$ cat config.mk
export PLATFORM = sky130hd
export DESIGN_NAME = uart_cmd_router
export DESIGN_NICKNAME = d
export VERILOG_FILES = /design/src/rtl/uart_cmd_router.sv
export SDC_FILE = /design/constraint.sdc
export NUM_CORES = 1
export LEC_CHECK = 0
export BUFFER_PORTS_ARGS = -buffer_cell sky130_fd_sc_hd__buf_2
export CELL_PAD_IN_SITES_DETAIL_PLACEMENT = 1
export CELL_PAD_IN_SITES_GLOBAL_PLACEMENT = 2
export CORE_MARGIN = 3
export CORE_UTILIZATION = 41
export DETAILED_ROUTE_END_ITERATION = 8
export HOLD_SLACK_MARGIN = 0.02
export PLACE_DENSITY = 0.8
export SKIP_CTS_REPAIR_TIMING = 1
export SYNTH_ARGS = -nofsm -noshare
export SYNTH_HDL_FRONTEND = slang
export SYNTH_SLANG_ARGS = --single-unit
$ cat constraint.sdc
create_clock -name clk -period 5.14 [get_ports clk]
set_input_delay 1.028 -clock clk [delete_from_list [all_inputs] [get_ports clk]]
set_output_delay 1.028 -clock clk [all_outputs]
set_load 0.02 [all_outputs]
$ cat src/rtl/uart_cmd_router.sv
// rtl/uart_cmd_router.sv - UART command decoder, button debouncer and per-mode tick router
// Purpose: decodes one- and two-byte commands from a first-word-fall-through RX FIFO
//   ("m" next mode, "t" event, "M<d>" set mode, "b<d>" pulse button), debounces raw
//   buttons and routes button ticks onto the slice of the currently selected mode.
// Ports:
//   clk, rst           system clock, asynchronous active-high reset
//   sw                 mode select switches (any edge loads the mode)
//   btn                raw push buttons
//   rx_data, rx_empty  FIFO head byte and empty flag
//   o_pop              one-cycle FIFO pop
//   o_mode             current mode
//   o_btn_tick         button ticks, slice [m*BTN_W +: BTN_W] belongs to mode m
//   o_event_time       one-cycle "t" pulse
//   o_err              one-cycle protocol / switch error pulse
module uart_cmd_router #(
   parameter int NUM_MODES   = 4,
   parameter int MODE_W      = $clog2(NUM_MODES),
   parameter int BTN_W       = 4,
   parameter int DB_DIV      = 100,
   parameter int DB_DEPTH    = 8,
   parameter int TIMEOUT_CYC = 1000000
) (
   input  logic                         clk,
   input  logic                         rst,
   input  logic [MODE_W-1:0]            sw,
   input  logic [BTN_W-1:0]             btn,
   input  logic [7:0]                   rx_data,
   input  logic                         rx_empty,
   output logic                         o_pop,
   output logic [MODE_W-1:0]            o_mode,
   output logic [NUM_MODES*BTN_W-1:0]   o_btn_tick,
   output logic                         o_event_time,
   output logic                         o_err
);

   localparam int DIV_W = (DB_DIV > 1) ? $clog2(DB_DIV) : 1;
   localparam int TO_W  = (TIMEOUT_CYC > 1) ? $clog2(TIMEOUT_CYC) : 1;

   typedef enum logic [1:0] {IDLE, EXEC, ARG, AEXEC} state_t;
   state_t state, state_nx;

   logic [7:0]        cmd_reg, arg_reg, digit;
   logic [TO_W-1:0]   timeout_cnt;
   logic              timeout_hit;
   logic [MODE_W-1:0] mode_reg, mode_nx;
   logic [BTN_W-1:0]  uart_btn, ubtn_nx;
   logic              pop_nx, evt_nx, err_nx, mode_ld;

   logic [MODE_W-1:0] sw_q1, sw_q2;
   logic              sw_edge, sw_ok;

   logic [DIV_W-1:0]    div_cnt;
   logic                samp_tick;
   logic [DB_DEPTH-1:0] db_sh [BTN_W];
   logic [BTN_W-1:0]    deb, deb_d, src;

   assign timeout_hit = (timeout_cnt == TO_W'(TIMEOUT_CYC - 1));
   assign digit       = arg_reg - 8'h30;
   assign sw_edge     = |(sw_q1 ^ sw_q2);
   // widened by one bit so NUM_MODES itself is representable in the compare
   assign sw_ok       = ({1'b0, sw_q1} < (MODE_W + 1)'(NUM_MODES));
   assign o_mode      = mode_reg;

   // state register
   always_ff @(posedge clk or posedge rst) begin
      if (rst) state <= IDLE;
      else     state <= state_nx;
   end

   // next-state logic
   always_comb begin
      state_nx = state;
      case (state)
         IDLE:    if (!rx_empty) state_nx = EXEC;
         EXEC:    state_nx = (cmd_reg == "M" || cmd_reg == "b") ? ARG : IDLE;
         ARG:     if (!rx_empty) state_nx = AEXEC;
                  else if (timeout_hit) state_nx = IDLE;
         AEXEC:   state_nx = IDLE;
         default: state_nx = IDLE;
      endcase
   end

   // output logic: next values of the registered decode pulses
   always_comb begin
      pop_nx  = 1'b0;
      evt_nx  = 1'b0;
      err_nx  = 1'b0;
      mode_ld = 1'b0;
      mode_nx = mode_reg;
      ubtn_nx = '0;
      case (state)
         IDLE: pop_nx = !rx_empty;
         EXEC: begin
            if (cmd_reg == "m") begin
               mode_ld = 1'b1;
               mode_nx = (mode_reg == MODE_W'(NUM_MODES - 1)) ? '0 : mode_reg + 1'b1;
            end else if (cmd_reg == "t") begin
               evt_nx = 1'b1;
            end else if (cmd_reg != "M" && cmd_reg != "b") begin
               err_nx = 1'b1;
            end
         end
         ARG: begin
            if (!rx_empty)        pop_nx = 1'b1;
            else if (timeout_hit) err_nx = 1'b1;
         end
         AEXEC: begin
            if (arg_reg < "0" || arg_reg > "9") begin
               err_nx = 1'b1;
            end else if (cmd_reg == "M") begin
               if (digit < 8'(NUM_MODES)) begin
                  mode_ld = 1'b1;
                  mode_nx = digit[MODE_W-1:0];
               end else begin
                  err_nx = 1'b1;
               end
            end else if (digit < 8'(BTN_W)) begin
               for (int i = 0; i < BTN_W; i++)
                  if (digit == 8'(i)) ubtn_nx[i] = 1'b1;
            end else begin
               err_nx = 1'b1;
            end
         end
         default: ;
      endcase
   end

   // command datapath, pulse registers and mode register
   always_ff @(posedge clk or posedge rst) begin
      if (rst) begin
         cmd_reg      <= '0;
         arg_reg      <= '0;
         timeout_cnt  <= '0;
         o_pop        <= 1'b0;
         o_event_time <= 1'b0;
         o_err        <= 1'b0;
         uart_btn     <= '0;
         mode_reg     <= '0;
         sw_q1        <= '0;
         sw_q2        <= '0;
      end else begin
         if (state == IDLE && !rx_empty) cmd_reg <= rx_data;
         if (state == ARG && !rx_empty)  arg_reg <= rx_data;
         if (state == EXEC)
            timeout_cnt <= '0;
         else if (state == ARG && rx_empty && !timeout_hit)
            timeout_cnt <= timeout_cnt + 1'b1;
         o_pop        <= pop_nx;
         o_event_time <= evt_nx;
         uart_btn     <= ubtn_nx;
         sw_q1        <= sw;
         sw_q2        <= sw_q1;
         // a UART mode write in the same cycle swallows the switch edge entirely
         o_err        <= err_nx | (sw_edge && !sw_ok && !mode_ld);
         if (mode_ld)
            mode_reg <= mode_nx;
         else if (sw_edge && sw_ok)
            mode_reg <= sw_q1;
      end
   end

   // debounce: shared prescaler, per-button sample shift register
   assign samp_tick = (div_cnt == DIV_W'(DB_DIV - 1));

   always_ff @(posedge clk or posedge rst) begin
      if (rst) begin
         div_cnt <= '0;
         deb_d   <= '0;
         for (int i = 0; i < BTN_W; i++) db_sh[i] <= '0;
      end else begin
         div_cnt <= samp_tick ? '0 : div_cnt + 1'b1;
         deb_d   <= deb;
         if (samp_tick)
            for (int i = 0; i < BTN_W; i++)
               db_sh[i] <= {db_sh[i][DB_DEPTH-2:0], btn[i]};
      end
   end

   always_comb begin
      deb = '0;
      for (int i = 0; i < BTN_W; i++) deb[i] = &db_sh[i];
   end

   assign src = (deb & ~deb_d) | uart_btn;

   // router: uses mode_reg before any same-cycle update
   always_ff @(posedge clk or posedge rst) begin
      if (rst) begin
         o_btn_tick <= '0;
      end else begin
         for (int m = 0; m < NUM_MODES; m++)
            o_btn_tick[m*BTN_W +: BTN_W] <= (mode_reg == MODE_W'(m)) ? src : '0;
      end
   end

endmodule

==> results.sh, run 1 <==
export IMPL_grtUsageMet3_pct=2.801
export IMPL_vias=2962
export IMPL_p_leak_uw=0.002670
export IMPL_instances_no_fill=555
export IMPL_peakVddDrop_v=0.0002038
export IMPL_use_met1_pct=21.34
export IMPL_core_rowCount=38
export IMPL_area_growth_pct=12.45
export IMPL_critPathMaxFanout=36
export IMPL_cts_tree="yes"
export IMPL_dp_cells=540
export IMPL_yosysTopAreaCell="dfrtp_1"
export IMPL_syn_avg_cell_area_um2=12.85
export IMPL_slew_headroom_pct=21.20
export IMPL_die_area_um2=13020
export IMPL_synth_commonest_cells="dfrtp_1 (110), mux2_4 (26), nand2_1 (26)"
export IMPL_postRouteAntennaNets=0
export IMPL_top_register="db_sh"
export IMPL_crit_type="reg2reg"
export IMPL_ff2ff_setup_slack_ns=2.80
export IMPL_grt_max_degree=72
export IMPL_reg_top3="db_sh x32, timeout_cnt x20, o_btn_tick x16"
export IMPL_clkTransAtPathRegs_ns=0.07
export IMPL_setup_viol=0
export IMPL_coreArea_um2=11130
export IMPL_synthMostInstantiatedCell="dfrtp_1"
export IMPL_worst_clock_skew_ns=0.007905
export IMPL_start_kind="register"
export IMPL_die_width_um=114.1
export IMPL_yosysSeqAreaShare_pct=57.44
export IMPL_hpwl_mm=6.430
export IMPL_gr_total_overflow=0
export IMPL_synth_cells=373
export IMPL_async_flop_share_pct=100.0
export IMPL_synth_edf_count=0
export IMPL_fillerInstances=1196
export IMPL_synth_top_area_share_pct=57.44
export IMPL_io_buffers=37
export IMPL_rsz0062_at_grt="no"
export IMPL_largest_reg_flops=32
export IMPL_clockBufferDepth=2
export IMPL_grt_pass1_wl_mm=16.60
export IMPL_hold_class="reg2reg"
export IMPL_routedWlPerCell_um=17.25
export IMPL_finalHoldViolations=0
export IMPL_via_per_inst=5.337
export IMPL_drtIter0Drc=98
export IMPL_met2_usage_pct=26.42
export IMPL_required_ns=5.37
export IMPL_dp_slack_ns=2.724
export IMPL_initial_core_util_pct=43.07
export IMPL_syn_nets=396
export IMPL_power_density_nw_per_um2=334.9
export IMPL_r2r_start="div_cnt[0]"
export IMPL_grt_total_usage_pct=16.09
export IMPL_drc=0
export IMPL_synthTopCellsByArea="dfrtp_1 (57%), mux2_4 (8.1%), mux2_2 (4.7%)"
export IMPL_synth_area_um2=4792
export IMPL_holdPathStages=0
export IMPL_r2r_end="db_sh[10]"
export IMPL_timing_final_crit_share_pct=45.57
export IMPL_postSynth_topFlopCell="dfrtp_1"
export IMPL_synth_cell_types=47
export IMPL_busiest_layer="met2"
export IMPL_grt_pass1_vias=3299
export IMPL_tightestPinTransition_ns=1.182
export IMPL_cts_sinks=110
export IMPL_critPathCaptureType="register"
export IMPL_antenna_cells=0
export IMPL_arrival_ns=2.57
export IMPL_drive_above_1_share_pct=25.54
export IMPL_status="finished, final reports clean"
export IMPL_hold_end="sw_q2[0]"
export IMPL_setup_tns_ns=0
export IMPL_cts_root_buf="clkbuf_16"
export IMPL_min_period_ns=2.342
export IMPL_fmax_ghz=0.4269
export IMPL_r2r_cells=4
export IMPL_synth_seq_cells=110
export IMPL_fin_nets=434
export IMPL_dr_pass1_iters=4
export IMPL_yosysWarnings=0
export IMPL_drv_cap=0
export IMPL_wl_mm=9.575
export IMPL_hold_path_startpoint="sw_q1[0]"
export IMPL_die_y_um=114.1
export IMPL_clk_latency_ns=0.34
export IMPL_place_gp_congestion=0.7461
export IMPL_slew_viol_final=0
export IMPL_worst_slack_ns=2.798
export IMPL_antenna_found_initial=0
export IMPL_cts_buffers=9
export IMPL_io_pins=38
export IMPL_cts_max_level=3
worst max-delay path, stage by stage, from the launching register on:
cell,delay (ns)
dfrtp_1,0.41
ha_1,0.28
nand3_1,0.13
or3b_2,0.93
mux2_4,0.46
cell type report:
| cell class | count | area, um2 | share of cell area (%) |
|---|---|---|---|
| clock buffer | 10 | 239.0 | 4.435 |
| tap | 140 | 175.2 | 3.251 |
| clock inverter | 5 | 81.33 | 1.509 |
| timing repair buffer | 38 | 192.7 | 3.576 |
| inverter | 11 | 43.79 | 0.8126 |
| multi-input combinational | 241 | 1904 | 35.34 |
| sequential | 110 | 2753 | 51.08 |
power breakdown:
group | switching, uW | internal [uW]
registers | 38.4 | 904
logic | 65.9 | 51.3
clock network | 306 | 439
metal layers:
metal	routed length (um)	share of wire [%]
met5	0	0
met1	4527	47
met2	4693	49
met4	152	1.6
met3	201	2.1
worst max path at each step:
stage                from  cells after the start  slack [ns]               to
2_1_floorplan         rst                      1        1.21       arg_reg[0]
3_3_place_gp     rx_empty                      5        2.79  timeout_cnt[14]
3_5_place_dp     rx_empty                      5        2.72  timeout_cnt[14]
4_1_cts        div_cnt[0]                      4        2.81         db_sh[3]
5_1_grt        div_cnt[0]                      4        2.74        db_sh[10]
6_report       div_cnt[0]                      4        2.80        db_sh[10]
cells in the final DEF (no fill, tap or decap), types with 3 or more instances in the layout:
master and count:
mux2_4 26, and2_1 20, nor2b_1 6, nor2_1 13, inv_1 10, a41oi_1 3
mux2i_1 16, o31ai_1 5, nor3_1 7, nor3b_1 4, nand4_1 16, nand2_1 26
o21ai_0 13, xnor2_1 4, clkbuf_16 9, buf_2 37, and3_1 7, mux2_2 20
nand3_1 13, dfrtp_1 110, ha_1 6, xor2_1 3
logic make-up after synthesis:
family | Yosys count | synth area share [%]
buf+inv | 22 | 2.820
fa+ha+maj | 6 | 1.567
flops | 110 | 57.44
compound gates | 36 | 5.013
xor+xnor | 7 | 1.279
simple gates | 130 | 15.69
mux | 62 | 16.19
metrics by stage:
step                      hold WS [ns]  cell area [um2]  power, uW  utilization [%]
after global routing            0.4695             5389       1891            48.44
after detailed placement        0.4395             5069       1078            45.56
after floorplan                 0.4062             4792       1034                -
after global placement          0.4235             5069       1073            45.56
final                           0.4459             5389       1805            48.44
after CTS                       0.4579             5389       1829            48.44
Note: power is estimated with default switching activity, not from simulation.
==> inputs of run 2 (changes only) <==
--- a/config.mk
+++ b/config.mk
@@ -9,10 +9,10 @@
 export CELL_PAD_IN_SITES_DETAIL_PLACEMENT = 1
 export CELL_PAD_IN_SITES_GLOBAL_PLACEMENT = 2
 export CORE_MARGIN = 3
-export CORE_UTILIZATION = 41
+export CORE_UTILIZATION = 37
 export DETAILED_ROUTE_END_ITERATION = 8
 export HOLD_SLACK_MARGIN = 0.02
-export PLACE_DENSITY = 0.8
+export PLACE_DENSITY = 0.76
 export SKIP_CTS_REPAIR_TIMING = 1
 export SYNTH_ARGS = -nofsm -noshare
 export SYNTH_HDL_FRONTEND = slang
==> constraint.sdc (replaced) <==
create_clock -name clk -period 2.1 [get_ports clk]
set_input_delay 0.42 -clock clk [delete_from_list [all_inputs] [get_ports clk]]
set_output_delay 0.42 -clock clk [all_outputs]
set_load 0.02 [all_outputs]
==> run 2 against run 1 <==
Non-clock buffer count grew 9. Wire length grew 0.16%. Clock skew shrank 0.0011 ns. Die area grew 10%. Critical path type unchanged. Critical endpoint is now db_sh[18]. Utilization shrank 3.9 points. Global-route usage shrank 1.7 points. Flip-flop and latch count is the same.
==> results.sh, run 2 (same netlist as run 1, synthesis figures left out) <==
export IMPL_top_register="db_sh"
export IMPL_antenna_found_initial=0
export IMPL_grt_total_usage_pct=14.40
export IMPL_use_met1_pct=20.77
export IMPL_rsz0062_at_grt="no"
export IMPL_drive_above_1_share_pct=26.82
export IMPL_path_cells="ha_1 > nand3_1 > or3b_2 > buf_12 > mux2_4"
export IMPL_fin_nets=443
export IMPL_fin_util_pct=44.50
export IMPL_min_period_ns=1.939
export IMPL_drc=0
export IMPL_io_pins=38
export IMPL_busiest_layer="met2"
export IMPL_die_area_um2=14350
export IMPL_arrival_ns=2.17
export IMPL_clkTransAtPathRegs_ns=0.07
export IMPL_start_kind="register"
export IMPL_grt_pass1_vias=3103
export IMPL_io_buffers=37
export IMPL_die_y_um=119.8
export IMPL_gr_total_overflow=0
export IMPL_cts_max_level=3
export IMPL_timing_final_crit_share_pct=92.35
export IMPL_setup_tns_ns=0
export IMPL_area_growth_pct=14.33
export IMPL_slew_headroom_pct=69.96
export IMPL_p_leak_uw=0.002702
export IMPL_reg_top3="db_sh x32, timeout_cnt x20, o_btn_tick x16"
export IMPL_hpwl_mm=6.645
export IMPL_dr_pass1_iters=4
export IMPL_cpPeakStageDelay_ns=0.53
export IMPL_drtIter0Drc=68
export IMPL_layout_commonest_cell="dfrtp_1"
export IMPL_coreArea_um2=12310
export IMPL_routedWlPerCell_um=16.17
export IMPL_met2_usage_pct=21.40
export IMPL_mostFrequentLayoutCells="dfrtp_1 (110), buf_2 (37), mux2_4 (26), nand2_1 (26)"
export IMPL_critPathCaptureType="register"
export IMPL_worst_clock_skew_ns=0.006802
export IMPL_slowest_stage="or3b_2"
export IMPL_cts_tree="yes"
export IMPL_largest_reg_flops=32
export IMPL_wl_mm=9.590
export IMPL_finalHoldViolations=0
export IMPL_via_per_inst=5.037
export IMPL_crit_type="reg2reg"
export IMPL_grt_max_degree=66
export IMPL_status="finished, final reports clean"
export IMPL_place_gp_congestion=0.7637
export IMPL_cts_root_buf="clkbuf_16"
export IMPL_power_density_nw_per_um2=763.7
export IMPL_grtUsageMet3_pct=2.451
export IMPL_die_width_um=119.8
export IMPL_postRouteAntennaNets=0
export IMPL_setup_viol=0
export IMPL_slew_viol_final=0
export IMPL_cts_sinks=110
export IMPL_critPathMaxFanout=28
export IMPL_fmax_ghz=0.5157
export IMPL_r2r_cells=5
export IMPL_initial_core_util_pct=38.92
export IMPL_peakVddDrop_v=0.0004148
export IMPL_tightestPinTransition_ns=0.4467
export IMPL_clk_latency_ns=0.35
export IMPL_fillerInstances=1343
export IMPL_grt_pass1_wl_mm=16.24
export IMPL_clockBufferDepth=2
export IMPL_vias=2987
export IMPL_required_ns=2.33
export IMPL_antenna_cells=0
export IMPL_hold_class="in2async"
export IMPL_cts_buffers=9
export IMPL_core_rowCount=40
export IMPL_drv_cap=0
run 2: metal layers:
layer  up-vias  routed length [um]
met2        32                4499
li1       1425                   -
met5         -                   0
met3        12                 179
met4         0                 184
met1      1518                4726
run 2: stage by stage:
step                      instances  setup slack [ns]  instance area, um2  power, uW  hold WS (ns)
after detailed placement        577            0.1740                5210       2664        0.4321
after floorplan                 373            0.3322                4796       2531        0.4062
after CTS                       593            0.1447                5479       4251        0.1566
after global placement          577            0.2349                5210       2647        0.4269
final                           593            0.1607                5479       4184        0.1618
after global routing            593           0.06831                5479       4388        0.1574
run 2: final timing paths:
kind / startpoint / to / slack (ns)
worst max-delay path: div_cnt[0] / db_sh[18] / 0.16
worst min-delay path: rst / timeout_cnt[12] / 0.16
worst max register to register: div_cnt[0] / db_sh[18] / 0.16
worst min register to register: sw_q1[0] / sw_q2[0] / 0.46
max in group asynchronous: rst / div_cnt[4] / 1.60
min in group clk: sw[1] / sw_q1[1] / 0.17
run 2: power breakdown:
| part | internal, uW | total [uW] | switching (uW) |
|---|---|---|---|
| sequential | 2210 | 2300 | 91.0 |
| clock | 808 | 1570 | 762 |
| combinational | 138 | 309 | 171 |
run 2: critical path: cells and delay by family, from the launching register on:
family                   cells  cell delay, ns
adder cells (fa/ha/maj)      1            0.27
buffers and inverters        1            0.20
flip-flops                   1            0.39
multiplexers                 1            0.31
AND/OR/NAND/NOR              2            0.64
run 2: layout make-up:
cell class,instances,area (um2),area share [%]
Tap cell,168,210.2,3.837
Inverter,11,45.04,0.8221
Clock buffer,11,232.7,4.248
Timing Repair Buffer,47,297.8,5.435
Sequential cell,110,2753,50.24
Multi-Input combinational cell,241,1904,34.76
Clock inverter,5,36.28,0.6623
==> inputs of run 3 (changes only) <==
--- a/config.mk
+++ b/config.mk
@@ -12,7 +12,7 @@
 export CORE_UTILIZATION = 37
 export DETAILED_ROUTE_END_ITERATION = 8
 export HOLD_SLACK_MARGIN = 0.02
-export PLACE_DENSITY = 0.76
+export PLACE_DENSITY_LB_ADDON = 0.1
 export SKIP_CTS_REPAIR_TIMING = 1
 export SYNTH_ARGS = -nofsm -noshare
 export SYNTH_HDL_FRONTEND = slang
==> run 3 against run 2 <==
Flip-flop and latch count did not move. Utilization hardly changed. Fmax is 0.34% lower. Worst hold slack improved by 0.012 ns. Power rose by 1.6%. Critical path depth stayed put. Non-clock buffer count is the same. First-iteration DRC count increased by 120%. Wire length decreased by 1.7%.
==> results.sh, run 3 (same netlist as run 1, synthesis figures left out) <==
export IMPL_initial_core_util_pct=38.92
export IMPL_dr_pass1_iters=4
export IMPL_drv_cap=0
export IMPL_timing_final_crit_share_pct=92.66
export IMPL_cts_root_buf="clkbuf_16"
export IMPL_seq_area_um2=2753
export IMPL_internal_power_uw=3259
export IMPL_pwr_share_clk_pct=38.8
export IMPL_coreArea_um2=12310
export IMPL_arrival_ns=2.18
export IMPL_p_leak_uw=0.002697
export IMPL_hpwl_mm=6.486
export IMPL_cts_max_level=3
export IMPL_fin_nets=443
export IMPL_pwr_share_comb_pct=7.1
export IMPL_status="finished, final reports clean"
export IMPL_tightestPinTransition_ns=0.5735
export IMPL_core_rowCount=40
export IMPL_antenna_cells=0
export IMPL_slew_headroom_pct=61.77
export IMPL_vias=2968
export IMPL_slew_viol_final=0
export IMPL_setup_tns_ns=0
export IMPL_cpPeakStageDelay_ns=0.51
export IMPL_hold_path_startpoint="sw[1]"
export IMPL_grt_pass1_wl_mm=16.58
export IMPL_top_register="db_sh"
export IMPL_start_kind="register"
export IMPL_min_period_ns=1.946
export IMPL_critPathMaxFanout=36
export IMPL_instances_no_fill=591
export IMPL_clkTransAtPathRegs_ns=0.07
export IMPL_power_switching_uw=992.3
export IMPL_cts_tree="yes"
export IMPL_critPathCaptureType="register"
export IMPL_postRouteAntennaNets=0
export IMPL_critPathBufInv=1
export IMPL_cts_buffers=9
export IMPL_largest_reg_flops=32
export IMPL_wl_mm=9.426
export IMPL_fillerInstances=1356
export IMPL_r2r_end="db_sh[20]"
export IMPL_multi_input_area_um2=1904
export IMPL_ff2ff_setup_slack_ns=0.15
export IMPL_clk_latency_ns=0.35
export IMPL_r2r_cells=5
export IMPL_power_density_nw_per_um2=776.3
export IMPL_die_area_um2=14350
export IMPL_layout_commonest_cell="dfrtp_1"
export IMPL_swShare_pct=23.34
export IMPL_reg_top3="db_sh x32, timeout_cnt x20, o_btn_tick x16"
export IMPL_io_pins=38
export IMPL_crit_family="simple AND/OR/NAND/NOR gates"
export IMPL_required_ns=2.33
export IMPL_via_per_inst=5.022
export IMPL_dp_cells=577
export IMPL_fmax_ghz=0.5139
export IMPL_grt_total_usage_pct=14.56
export IMPL_rsz0062_at_grt="no"
export IMPL_drtIter0Drc=148
export IMPL_grt_pass1_vias=3123
export IMPL_holdPathStages=1
export IMPL_die_y_um=119.8
export IMPL_r2r_start="div_cnt[0]"
export IMPL_mostFrequentLayoutCells="dfrtp_1 (110), buf_2 (37), mux2_4 (26), nand2_1 (26)"
export IMPL_area_growth_pct=14.28
export IMPL_crit_type="reg2reg"
export IMPL_drc=0
export IMPL_routedWlPerCell_um=15.95
export IMPL_setup_viol=0
export IMPL_antenna_found_initial=0
export IMPL_slowest_stage="or3b_2"
export IMPL_cp_startpoint="div_cnt[0]"
export IMPL_seqPwrFrac_pct=54.1
export IMPL_cts_sinks=110
export IMPL_peakVddDrop_v=0.0005787
export IMPL_place_gp_congestion=0.7601
export IMPL_drive_above_1_share_pct=26.71
export IMPL_io_buffers=37
export IMPL_grt_max_degree=111
export IMPL_finalHoldViolations=0
export IMPL_path_cells="ha_1 > nand3_1 > or3b_2 > buf_12 > mux2_4"
export IMPL_worst_clock_skew_ns=0.005957
export IMPL_endpoint="db_sh[20]"
export IMPL_gr_total_overflow=0
export IMPL_clockBufferDepth=2
export IMPL_die_width_um=119.8
export IMPL_hold_class="in2reg"
export IMPL_crit_cells=5
## run 3: cell count changes in the layout (fill, tap and decap cells not counted)
cell | before | now
clkinv_4 | 3 | 0
buf_12 | 3 | 2
clkinvlp_4 | 1 | 3
buf_4 | 7 | 8
clkinv_2 | 2 | 1
bufinv_16 | 0 | 1
clkbuf_1 | 2 | 1
## run 3: stage by stage
step	util (%)	hold slack [ns]	setup slack (ns)	instance area, um2	total power (uW)
after floorplan	-	0.4062	0.3322	4796	2531
after global placement	42.22	0.4217	0.2169	5197	2646
after detailed placement	42.22	0.4341	0.1658	5197	2657
after CTS	44.48	0.1559	0.1605	5477	4341
after global routing	44.48	0.1621	0.06400	5477	4488
final	44.48	0.1737	0.1541	5477	4251
## run 3: area by class of cell
cell class / instances / share of cell area (%)
Clock buffer: 10 / 4.181
Tap cell: 168 / 3.838
Multi-Input combinational cell: 241 / 34.77
Inverter: 11 / 0.8225
Sequential cell: 110 / 50.26
Clock inverter: 4 / 0.9139
Timing Repair Buffer: 47 / 5.209
## run 3: worst min path at each step
stage	to	slack [ns]
2_1_floorplan	sw_q2[1]	0.41
3_3_place_gp	sw_q2[1]	0.42
3_5_place_dp	sw_q2[1]	0.43
4_1_cts	sw_q1[1]	0.16
5_1_grt	sw_q1[1]	0.16
6_report	sw_q1[1]	0.17
## run 3: power groups by stage
stage | Sequential (uW) | Clock (uW) | Combinational [uW]
after floorplan | 2320 | 0 | 207
after global placement | 2340 | 0 | 306
after detailed placement | 2340 | 0 | 313
after CTS | 2300 | 1720 | 314
after global routing | 2320 | 1820 | 346
final | 2300 | 1650 | 302
## run 3: per-layer routing
| layer | part of all wire [%] | global-route usage, % |
|---|---|---|
| met5 | 0 | 0 |
| met4 | 1.0 | 3.436 |
| met3 | 3.6 | 4.524 |
| met2 | 48 | 22.74 |
| met1 | 48 | 19.94 |
## run 3: worst register-to-register path, delay by kind of cell, from the launching register on
kind,cells,cell delay [ns]
DFF,1,0.39
muxes,1,0.34
and+or+nand+nor,2,0.63
buffers and inverters,1,0.21
adders and majority gates,1,0.26
